[src/rtl/alu_decoder.sv]
// ALU-control decoder: maps ALUOpcode/funct3/funct7[5]/opcode[5] to ALUControl.
// Optional macro ALU_DECODER_REG_OUT_EN registers ALUControl and Illegal.
module alu_decoder #(
    parameter logic [2:0] ILLEGAL_CTRL = 3'b000
) (
    input  logic       clk,
    input  logic       reset,
    input  logic [1:0] ALUOpcode,
    input  logic [2:0] funct3,
    input  logic       funct7,
    input  logic       opcode5,
    output logic [2:0] ALUControl,
    output logic       Illegal,
    output logic       IllegalSticky
);

    logic [2:0] ctrl_comb;
    logic       illegal_comb;

    // Decode operation class and function fields into the ALU select
    always_comb begin
        ctrl_comb    = ILLEGAL_CTRL;
        illegal_comb = 1'b0;
        case (ALUOpcode)
            2'b00: ctrl_comb = 3'b000;
            2'b01: ctrl_comb = 3'b001;
            2'b10: begin
                case (funct3)
                    3'b000: ctrl_comb = (opcode5 & funct7) ? 3'b001 : 3'b000;
                    3'b010: ctrl_comb = 3'b101;
                    3'b110: ctrl_comb = 3'b011;
                    3'b111: ctrl_comb = 3'b010;
                    default: begin
                        ctrl_comb    = ILLEGAL_CTRL;
                        illegal_comb = 1'b1;
                    end
                endcase
            end
            default: begin
                ctrl_comb    = ILLEGAL_CTRL;
                illegal_comb = 1'b1;
            end
        endcase
    end

    // Sticky debug flag: reset wins, otherwise latch any illegal encoding
    always_ff @(posedge clk) begin
        if (reset) begin
            IllegalSticky <= 1'b0;
        end else if (illegal_comb) begin
            IllegalSticky <= 1'b1;
        end
    end

`ifdef ALU_DECODER_REG_OUT_EN
    logic [2:0] ctrl_q;
    logic       illegal_q;

    // Register decoded outputs for a one-cycle-latency variant
    always_ff @(posedge clk) begin
        if (reset) begin
            ctrl_q    <= 3'b000;
            illegal_q <= 1'b0;
        end else begin
            ctrl_q    <= ctrl_comb;
            illegal_q <= illegal_comb;
        end
    end

    assign ALUControl = ctrl_q;
    assign Illegal    = illegal_q;
`else
    assign ALUControl = ctrl_comb;
    assign Illegal    = illegal_comb;
`endif

endmodule

[config.mk]
export PLATFORM = sky130hd
export DESIGN_NAME = alu_decoder
export DESIGN_NICKNAME = d
export VERILOG_FILES = /design/src/rtl/alu_decoder.sv
export SDC_FILE = /design/constraint.sdc
export NUM_CORES = 1
export LEC_CHECK = 0
export BUFFER_PORTS_ARGS = -buffer_cell sky130_fd_sc_hd__buf_4
export CAP_MARGIN = 0
export CORE_AREA = 3 3 40 42
export CTS_BUF_LIST = sky130_fd_sc_hd__clkbuf_4
export DETAILED_ROUTE_END_ITERATION = 10
export DIE_AREA = 0 0 43 45
export MAX_ROUTING_LAYER = met4
export PLACE_DENSITY = 0.38
export SYNTH_ARGS = -nofsm -noshare
export SYNTH_HDL_FRONTEND = slang
export SYNTH_SLANG_ARGS = --single-unit
[constraint.sdc]
create_clock -name clk -period 1.06 [get_ports clk]
set_input_delay 0.106 -clock clk [delete_from_list [all_inputs] [get_ports clk]]
set_output_delay 0.106 -clock clk [all_outputs]
set_load 0.05 [all_outputs]
Word-level counts from Yosys, hierarchy flattened
Cells that the tools add are included.

word-level totals
  flip-flop bits (word level) = 1
  latch bits = 0
  memory bits (writable) = 0
  bits in read-only memories = 0
  input port bits = 9
  output and inout port bits = 5
  logic and storage cells = 16
  memories kept = 0

operators by class
  add/sub/neg operators = 0
  multipliers = 0
  div/mod/pow operators = 0
  magnitude comparators = 0
  eq/ne operators = 5
  shift operators = 0
  multiplexer cells = 5
  bitwise logic cells = 1
  reduce and logical (&&, ||, !) cells = 4

operators by type and width
  kind                number
  $pmux 3 s4          1
  $eq 3x3->1 const B  2
  $pmux 3 s2          1
  $reduce_or 4->1     1
  $eq 3x2->1 const B  1
  $logic_not 3->1     1
  $eq 2x1->1 const B  1
  $eq 2x2->1 const B  1
  $logic_not 2->1     1
  $mux 1              2
  $pmux 1 s2          1
  $reduce_or 2->1     1
  $and 1x1->1         1

Longest topological paths before layout
Gate-level depths: netlist of run 1.

  word-level depth = 4
  gate-level depth with buffers = 5
  gate-level depth less buffers = 5

Worst setup path after synthesis of run 1
OpenSTA, ideal clock, no wires.

  path type = input port to output port
  start point = input port ALUOpcode[0]
  end point = output port ALUControl[0]
  arrival = 1.309 ns
  data required time = 0.954 ns
  setup slack = -0.355 ns
  cell stages on the path = 5
  buffers on the path = 0
  cell sequence = inv_1 -> ha_1 -> nor2b_1 -> o21ai_0 -> a21oi_1

on the way
  cells in the longest elaborated chain, start to end = 2
  elaborated cells between the ends (all ways) = 3
  those cells by class = eq/ne: 2; mux: 1

RTL lines
  element                                          RTL line  text
  start: declaration                               8         input logic [1:0] ALUOpcode,
  $eq 2x2->1 / $eq 2x1->1 (equally long branches)  24        case (ALUOpcode)
  $pmux 3 s2 (*)                                   24
  end: declaration                                 12        output logic [2:0] ALUControl,

Mark *: on every way between the ends. The rest lies on a longest branch, timed or not.

Final worst setup path of run 1
  start point = input port ALUOpcode[1]
  end point = register IllegalSticky

on the way
  cells in the longest elaborated chain, start to end = 3
  elaborated cells between the ends (all ways) = 5
  those cells by class = eq/ne: 2; mux: 1; reduce/logical: 2

RTL lines
  element                                               RTL line  text
  $eq 2x1->1 / $logic_not 2->1 (equally long branches)  24
  $reduce_or 2->1 (no source line)                      n/a
  $pmux 1 s2 (*)                                        24
  end signal: assignment                                49        IllegalSticky <= 1'b0;
  end signal: assignment                                51        IllegalSticky <= 1'b1;
  end: declaration                                      14        output logic IllegalSticky

Marked as above.
A chain may end at the register's enable or synchronous reset.

==> flow_metrics.py, run 1 <==
metrics = {
    "route": {
        "vias_per_cell": 3.58,
        "routed_wl_um": 395,
        "wire_per_inst_um": 8.23,
        "first_iter_violations": 3,
        "firstDrtPassIters": 4,
        "drc": 0,
        "vias": 172,
        "ant_nets": 0,
    },
    "power_and_ir_drop": {
        "p_leak_nw": 0.135,
        "irDropWorstVdd_v": 0.000196,
        "power.density_mw_per_mm2": 615,
        "finalPower_mw": 0.178,
    },
    "worst_setup_path": {
        "worst-path-max-fanout": 3,
        "path_class": "input pin to flip-flop",
        "critPathCaptureType": "flip-flop",
        "crit_arrival_ps": 900,
        "critPathLaunchType": "input pin",
        "cp.required_ps": 950,
    },
    "die": {
        "ios": 14,
        "core_area_mm2": 0.00128,
        "fp.dieArea_mm2": 0.00194,
        "fp.dieH_um": 45,
        "start_util_pct": 11.0,
        "die_w_um": 43,
        "fp-row-count": 13,
    },
    "clocking": {
        "ctsHoldBuffers": 0,
        "path_clk_slew_ps": 0,
        "clk_latency_ps": 0,
    },
    "run": {
        "drv_cap": 0,
    },
    "synthesis": {
        "synthAdderAreaFrac_pct": 26.5,
        "synth.area.mux_share_pct": 0,
        "avgSynthCellArea_um2": 7.07,
        "synth_xor_area_share_pct": 0,
        "synth_compound_area_share_pct": 20.4,
        "ys_warn_count": 0,
        "synth_cell_types": 13,
        "netlist_area_um2": 141,
        "synthSimpleGateAreaFrac_pct": 33.6,
        "synthCells": 20,
        "synth.ff_latch_count": 1,
        "ys_seq_area_share_pct": 14.2,
        "synth_top_family_by_area": "simple AND/OR/NAND/NOR gates",
        "synth_nets": 32,
    },
    "sta": {
        "maxSlewHeadroom_pct": 89.3,
        "period_share_pct": 96.0,
        "slew_violations": 0,
        "tightest_slew_ps": 159,
        "rsz0062_at_grt": "yes",
        "finalClockSkew_ps": 0,
        "setup_violations": 0,
        "tns_ps": 0,
        "period_needed_ps": 1020,
        "hold_viol_final": 0,
        "fmax_mhz": 983,
    },
    "layout": {
        "regArea_um2": 20.0,
        "largest_register": "IllegalSticky",
        "nets": 47,
        "syn_to_final_growth_pct": 104,
        "instances_no_fill": 48,
        "largest_reg_flops": 1,
        "drive_above_1_share_pct": 63.6,
        "final_cell_mix": "11 x buf_4, 3 x nand2_1, 2 x inv_2, 2 x nor2_2, 2 x buf_6",
        "antenna_cells": 0,
        "layout_commonest_cell": "buf_4",
        "fin_util_pct": 22.5,
        "multi_input_area_um2": 138,
        "final_area_um2": 289,
        "fillers": 147,
        "largestRegisters": "IllegalSticky: 1 flops",
    },
    "placement": {
        "gp_congestion": 0.739,
        "dpl-instance-area_um2": 267,
        "io_buffers": 13,
        "hpwl_um": 362,
        "place_inst": 48,
    },
    "global_routing": {
        "grt_max_degree": 5,
        "gr-usage-all-layers_pct": 4.19,
        "antenna_found_initial": 0,
        "overflow": 0,
        "first_global_vias": 159,
        "grt_pass1_wl_um": 655,
    },
    "worst_hold_path": {
        "worstHoldPathType": "input pin to flip-flop",
    },
    "status": {
        "outcome": "finished clean",
    },
}
## kinds of logic after synthesis
family,count (synthesis)
compound gates,4
buf+inv,2
fa+ha+maj,3
simple gates,10
flops,1
## cell usage after synthesis
cell type | count | area, um2
nor3_1 | 1 | 5.00
a21oi_1 | 1 | 5.00
ha_1 | 3 | 37.5
dfxtp_1 | 1 | 20.0
nor2_1 | 3 | 11.3
o21ai_0 | 1 | 5.00
nand3b_1 | 1 | 7.51
a31o_1 | 1 | 8.76
nand2_1 | 3 | 11.3
nor2b_1 | 1 | 6.26
o21ba_1 | 1 | 10.0
inv_1 | 2 | 7.51
or2_1 | 1 | 6.26
## report_power, final
part | internal, mW | total, mW | leakage, nW | switching (mW)
clock | 0 | 0 | 0 | 0
combinational | 0.0581 | 0.134 | 0.126 | 0.0757
sequential | 0.0421 | 0.0440 | 0.00839 | 0.00185
## stage by stage
stage | setup WS [ps] | hold slack, ps
after detailed placement | -80.5 | 359
final | 42.6 | 355
after global routing | -6.01 | 378
after global placement | -64.3 | 355
after CTS | 1.50 | 359
after floorplan | -62.7 | 273
## area by class of cell
class                      count  share of cell area, %
sequential                     1                   6.93
inverter                       2                   2.60
tap                           15                   6.49
timing repair buffer          13                   36.4
multi-input combinational     17                   47.6
## per-layer routing
layer	wire length, um	part of all wire [%]	vias up	track usage (%)
li1	-	-	92	-
met1	207	52	66	6.94
met2	118	30	14	5.69
met3	68	17	0	0.398
met4	0	0	0	0
met5	0	0	-	-
## worst max-delay path, stage by stage
cell	delay, ps
buf_4	130
inv_2	50
ha_2	180
nor3_1	50
a31o_2	230
o21ba_1	160
## timing repair
action                     CTS  global route
gates cloned                 0             0
setup buffers                0             0
pin swaps                    1             1
resized for setup            5             3
setup endpoints to repair    3             3
## path summary, 6_finish.rpt
path,start,endpoint,slack (ps),depth (start not counted)
setup / recovery,ALUOpcode[1],IllegalSticky,40,6
setup reg to reg,IllegalSticky,IllegalSticky,490,1
hold reg to reg,IllegalSticky,IllegalSticky,470,1
hold / removal,reset,IllegalSticky,360,2
No activity file was read; power rests on OpenSTA's default activity.
==> run 2, diff against run 1 <==
==> constraint.sdc (replaced) <==
create_clock -name clk -period 1.06 [get_ports clk]
set_input_delay 0.053 -clock clk [delete_from_list [all_inputs] [get_ports clk]]
set_output_delay 0.053 -clock clk [all_outputs]
set_load 0.05 [all_outputs]
==> run 2 against run 1 <==
Cell count did not move. Critical path depth rose by 1. First-iteration DRC count fell by 33%. Fmax rose by 4.2%. Hold slack got worse by 52 ps. Combinational power fell by 5%. Largest cell class unchanged. Critical path type is now input pin to output pin. Global-route usage rose by 0.082 points.
==> flow_metrics.py, run 2 (synthesized netlist as in run 1, its figures left out) <==
metrics = {
    "status": {
        "outcome": "finished clean",
    },
    "sta": {
        "slew_violations": 0,
        "period_share_pct": 92.1,
        "hold_viol_final": 0,
        "holdWs_ps": 303,
        "period_needed_ps": 976,
        "tightest_slew_ps": 212,
        "setup_violations": 0,
        "rsz0062_at_grt": "no",
        "finalClockSkew_ps": 0,
        "maxSlewHeadroom_pct": 85.7,
        "fmax_mhz": 1020,
        "tns_ps": 0,
    },
    "worst_setup_path": {
        "critPathCaptureType": "output pin",
        "critPathLaunchType": "input pin",
        "cp.required_ps": 1010,
        "cp_num_buf_inv": 3,
        "slowest_delay_ps": 170,
        "cp_slowest_cell": "buf_6",
        "path_class": "input pin to output pin",
        "cp_cell_sequence": "buf_4, inv_1, ha_4, nor2b_1, o21ai_0, a21oi_2, buf_6",
        "critical_path.top_delay_family": "buffers and inverters",
        "crit_arrival_ps": 920,
        "worst-path-max-fanout": 4,
    },
    "global_routing": {
        "busiest_layer": "met1",
        "overflow": 0,
        "first_global_vias": 142,
        "antenna_found_initial": 0,
        "grt_util_met3_pct": 1.59,
        "grt_max_degree": 5,
        "grt_use_met1_pct": 7.16,
        "grt_pass1_wl_um": 669,
        "grtUsageMet2_pct": 4.79,
        "gr-usage-all-layers_pct": 4.27,
    },
    "route": {
        "routed_wl_um": 405,
        "firstDrtPassIters": 2,
        "wire_per_inst_um": 8.44,
        "vias_per_cell": 3.52,
        "ant_nets": 0,
        "vias": 169,
        "drc": 0,
        "first_iter_violations": 2,
    },
    "power_and_ir_drop": {
        "power.density_mw_per_mm2": 606,
        "irDropWorstVdd_v": 0.000161,
        "p_leak_nw": 0.137,
    },
    "layout": {
        "antenna_cells": 0,
        "layout_commonest_cell": "buf_4",
        "drive_above_1_share_pct": 54.5,
        "largest_reg_flops": 1,
        "fillers": 143,
        "nets": 47,
        "final_cell_mix": "12 x buf_4, 3 x nand2_1, 2 x inv_1, 2 x nor2_2, 2 x ha_1",
        "final_area_um2": 283,
        "largestRegisters": "IllegalSticky: 1 flops",
        "syn_to_final_growth_pct": 100,
        "fin_util_pct": 22.0,
        "largest_register": "IllegalSticky",
    },
    "die": {
        "core_area_mm2": 0.00128,
        "ios": 14,
        "die_w_um": 43,
        "fp-row-count": 13,
        "fp.dieArea_mm2": 0.00194,
        "fp.dieH_um": 45,
        "start_util_pct": 11.0,
    },
    "placement": {
        "dpl-instance-area_um2": 267,
        "gp_congestion": 0.731,
        "hpwl_um": 374,
        "io_buffers": 13,
    },
    "clocking": {
        "path_clk_slew_ps": 0,
        "ctsHoldBuffers": 0,
        "clk_latency_ps": 0,
    },
    "worst_hold_path": {
        "worstHoldPathType": "input pin to flip-flop",
    },
    "run": {
        "drv_cap": 0,
    },
}
## run 2: timing repair
action,in CTS,in global routing
setup endpoints to repair,0,3
buffers inserted,0,0
resized for setup,0,3
## run 2: cell type report
type	instances	area (um2)	area share, %
timing repair buffer	13	101	35.8
inverter	2	7.51	2.65
tap	15	18.8	6.64
multi-input combinational	17	135	47.8
sequential	1	20.0	7.08
## run 2: report_power, final
part / leakage [nW] / total [mW] / switching (mW) / internal, mW
Combinational: 0.129 / 0.127 / 0.0731 / 0.0543
Sequential: 0.00839 / 0.0440 / 0.00187 / 0.0421
Clock: 0 / 0 / 0 / 0
## run 2: final timing paths
check | from | to | slack (ps) | cells after the start
max | ALUOpcode[0] | ALUControl[0] | 80 | 7
min | reset | IllegalSticky | 300 | 2
max reg2reg | IllegalSticky | IllegalSticky | 480 | 1
min reg2reg | IllegalSticky | IllegalSticky | 470 | 1
## run 2: stage by stage
step                      setup WS [ps]  std cells  total power, mW
after floorplan                    43.3         20            0.119
after detailed placement           32.2         48            0.167
after global placement             40.0         48            0.167
final                              83.6         48            0.171
after global routing               13.7         48            0.180
after CTS                          25.3         48            0.168
## run 2: per-layer routing
| metal | vias to the layer above | share of wire (%) |
|---|---|---|
| met5 | - | 0 |
| met4 | 0 | 0 |
| met3 | 0 | 15 |
| met2 | 14 | 28 |
| met1 | 62 | 57 |
| li1 | 93 | - |
==> run 3, diff against run 2 <==
Settings changed: RECOVER_POWER from default to 50.
==> run 3 against run 2 <==
Fmax stayed put. Critical endpoint unchanged. Register-to-register slack hardly changed. Die area stayed put. Largest cell class unchanged. Cell count stayed put. First-iteration DRC count stayed put. Sequential power hardly changed. Clock skew stayed put. Sequential cell count stayed put.
==> flow_metrics.py, run 3 (synthesized netlist as in run 1, its figures left out) <==
metrics = {
    "sta": {
        "fmax_mhz": 1020,
        "finalClockSkew_ps": 0,
        "setup_violations": 0,
        "maxSlewHeadroom_pct": 60.7,
        "period_needed_ps": 976,
        "tightest_slew_ps": 592,
        "rsz0062_at_grt": "no",
        "period_share_pct": 92.1,
        "slew_violations": 0,
        "fin_ws_ps": 83.6,
        "tns_ps": 0,
        "hold_viol_final": 0,
    },
    "layout": {
        "antenna_cells": 0,
        "fillers": 147,
        "instances_no_fill": 48,
        "largestRegisters": "IllegalSticky: 1 flops",
        "layout_commonest_cell": "buf_4",
        "final_cell_mix": "9 x buf_4, 3 x nand2_1, 2 x inv_1, 2 x nor2_2, 2 x ha_1",
        "drive_above_1_share_pct": 51.5,
        "syn_to_final_growth_pct": 93.8,
        "largest_register": "IllegalSticky",
        "largest_reg_flops": 1,
        "nets": 47,
    },
    "worst_setup_path": {
        "cp_slowest_cell": "buf_6",
        "path_class": "input pin to output pin",
        "r2r_setup_slack_ps": 490,
        "worst-path-max-fanout": 4,
        "cp_cell_sequence": "buf_4, inv_1, ha_4, nor2b_1, o21ai_0, a21oi_2, buf_6",
        "slowest_delay_ps": 170,
        "cp.required_ps": 1010,
        "critPathLaunchType": "input pin",
        "r2r_start": "IllegalSticky",
        "crit_arrival_ps": 920,
        "r2r-end": "IllegalSticky",
        "r2r_cells": 1,
        "critPathCaptureType": "output pin",
    },
    "die": {
        "die_w_um": 43,
        "start_util_pct": 11.0,
        "ios": 14,
        "fp-row-count": 13,
        "fp.dieArea_mm2": 0.00194,
        "core_area_mm2": 0.00128,
        "fp.dieH_um": 45,
    },
    "clocking": {
        "ctsHoldBuffers": 0,
        "cts_resized": 0,
        "post_cts_buffers": 0,
        "clk_latency_ps": 0,
        "path_clk_slew_ps": 0,
    },
    "worst_hold_path": {
        "hold_start": "reset",
        "min_to": "IllegalSticky",
        "worstHoldPathType": "input pin to flip-flop",
        "hold_depth": 2,
    },
    "global_routing": {
        "grt_pass1_wl_um": 669,
        "grt_max_degree": 5,
        "overflow": 0,
        "antenna_found_initial": 0,
        "grtUsageMet2_pct": 4.79,
        "first_global_vias": 142,
        "gr-usage-all-layers_pct": 4.27,
        "grt_use_met1_pct": 7.16,
        "grt_util_met3_pct": 1.59,
        "busiest_layer": "met1",
    },
    "power_and_ir_drop": {
        "power.density_mw_per_mm2": 611,
        "irDropWorstVdd_v": 0.000160,
        "p_leak_nw": 0.133,
    },
    "run": {
        "drv_cap": 0,
    },
    "route": {
        "vias_per_cell": 3.52,
        "routed_wl_um": 404,
        "wire_per_inst_um": 8.42,
        "ant_nets": 0,
        "drc": 0,
        "vias": 169,
        "firstDrtPassIters": 2,
        "first_iter_violations": 2,
    },
    "placement": {
        "pre_cts_ws_ps": 32.2,
        "place_inst": 48,
        "gp_congestion": 0.731,
        "hpwl_um": 374,
        "io_buffers": 13,
    },
    "status": {
        "outcome": "finished clean",
    },
}
==> run 3: changes by cell type in the layout (fill, tap and decap cells not counted), sizes merged <==
cell / previous run / this run
buf: 13 / 11
clkbuf: 0 / 2
==> run 3: area by class of cell <==
class,count,area (um2),area share [%]
Multi-Input combinational cell,17,135,49.3
Timing Repair Buffer,13,92.6,33.8
Sequential cell,1,20.0,7.31
Tap cell,15,18.8,6.85
Inverter,2,7.51,2.74
==> run 3: critical path, delay by kind of cell <==
family                     cells  cell delay (ps)
buffers and inverters          3              380
adders and majority gates      1              150
AOI/OAI and AO/OA              2              230
and+or+nand+nor                1              110
==> run 3: how the worst max path moves through the flow <==
stage	startpoint	endpoint	slack (ps)	depth (start not counted)
6_report	ALUOpcode[0]	ALUControl[0]	80	7
2_1_floorplan	ALUOpcode[0]	ALUControl[0]	40	5
5_1_grt	ALUOpcode[0]	ALUControl[0]	10	7
3_3_place_gp	ALUOpcode[0]	ALUControl[0]	40	7
3_5_place_dp	ALUOpcode[0]	ALUControl[0]	30	7
4_1_cts	ALUOpcode[0]	ALUControl[0]	30	7
==> run 3: stage by stage <==
stage / hold WS [ps] / instance area (um2) / utilization, % / power [mW]
floorplan: 220 / 150 / - / 0.119
global placement: 302 / 267 / 20.7 / 0.167
detailed placement: 307 / 267 / 20.7 / 0.167
CTS: 307 / 267 / 20.7 / 0.168
global route: 310 / 274 / 21.3 / 0.176
finish: 303 / 274 / 21.3 / 0.167
==> run 3: routing by layer <==
layer | routed length [um] | part of all wire [%]
met5 | 0 | 0
met4 | 0 | 0
met3 | 62 | 15
met2 | 112 | 28
met1 | 229 | 57
==> run 3: power breakdown <==
| group | switching (mW) | leakage, nW | internal, mW |
|---|---|---|---|
| logic | 0.0730 | 0.124 | 0.0504 |
| clock network | 0 | 0 | 0 |
| registers | 0.00175 | 0.00839 | 0.0421 |
| total | 0.0748 | 0.133 | 0.0925 |
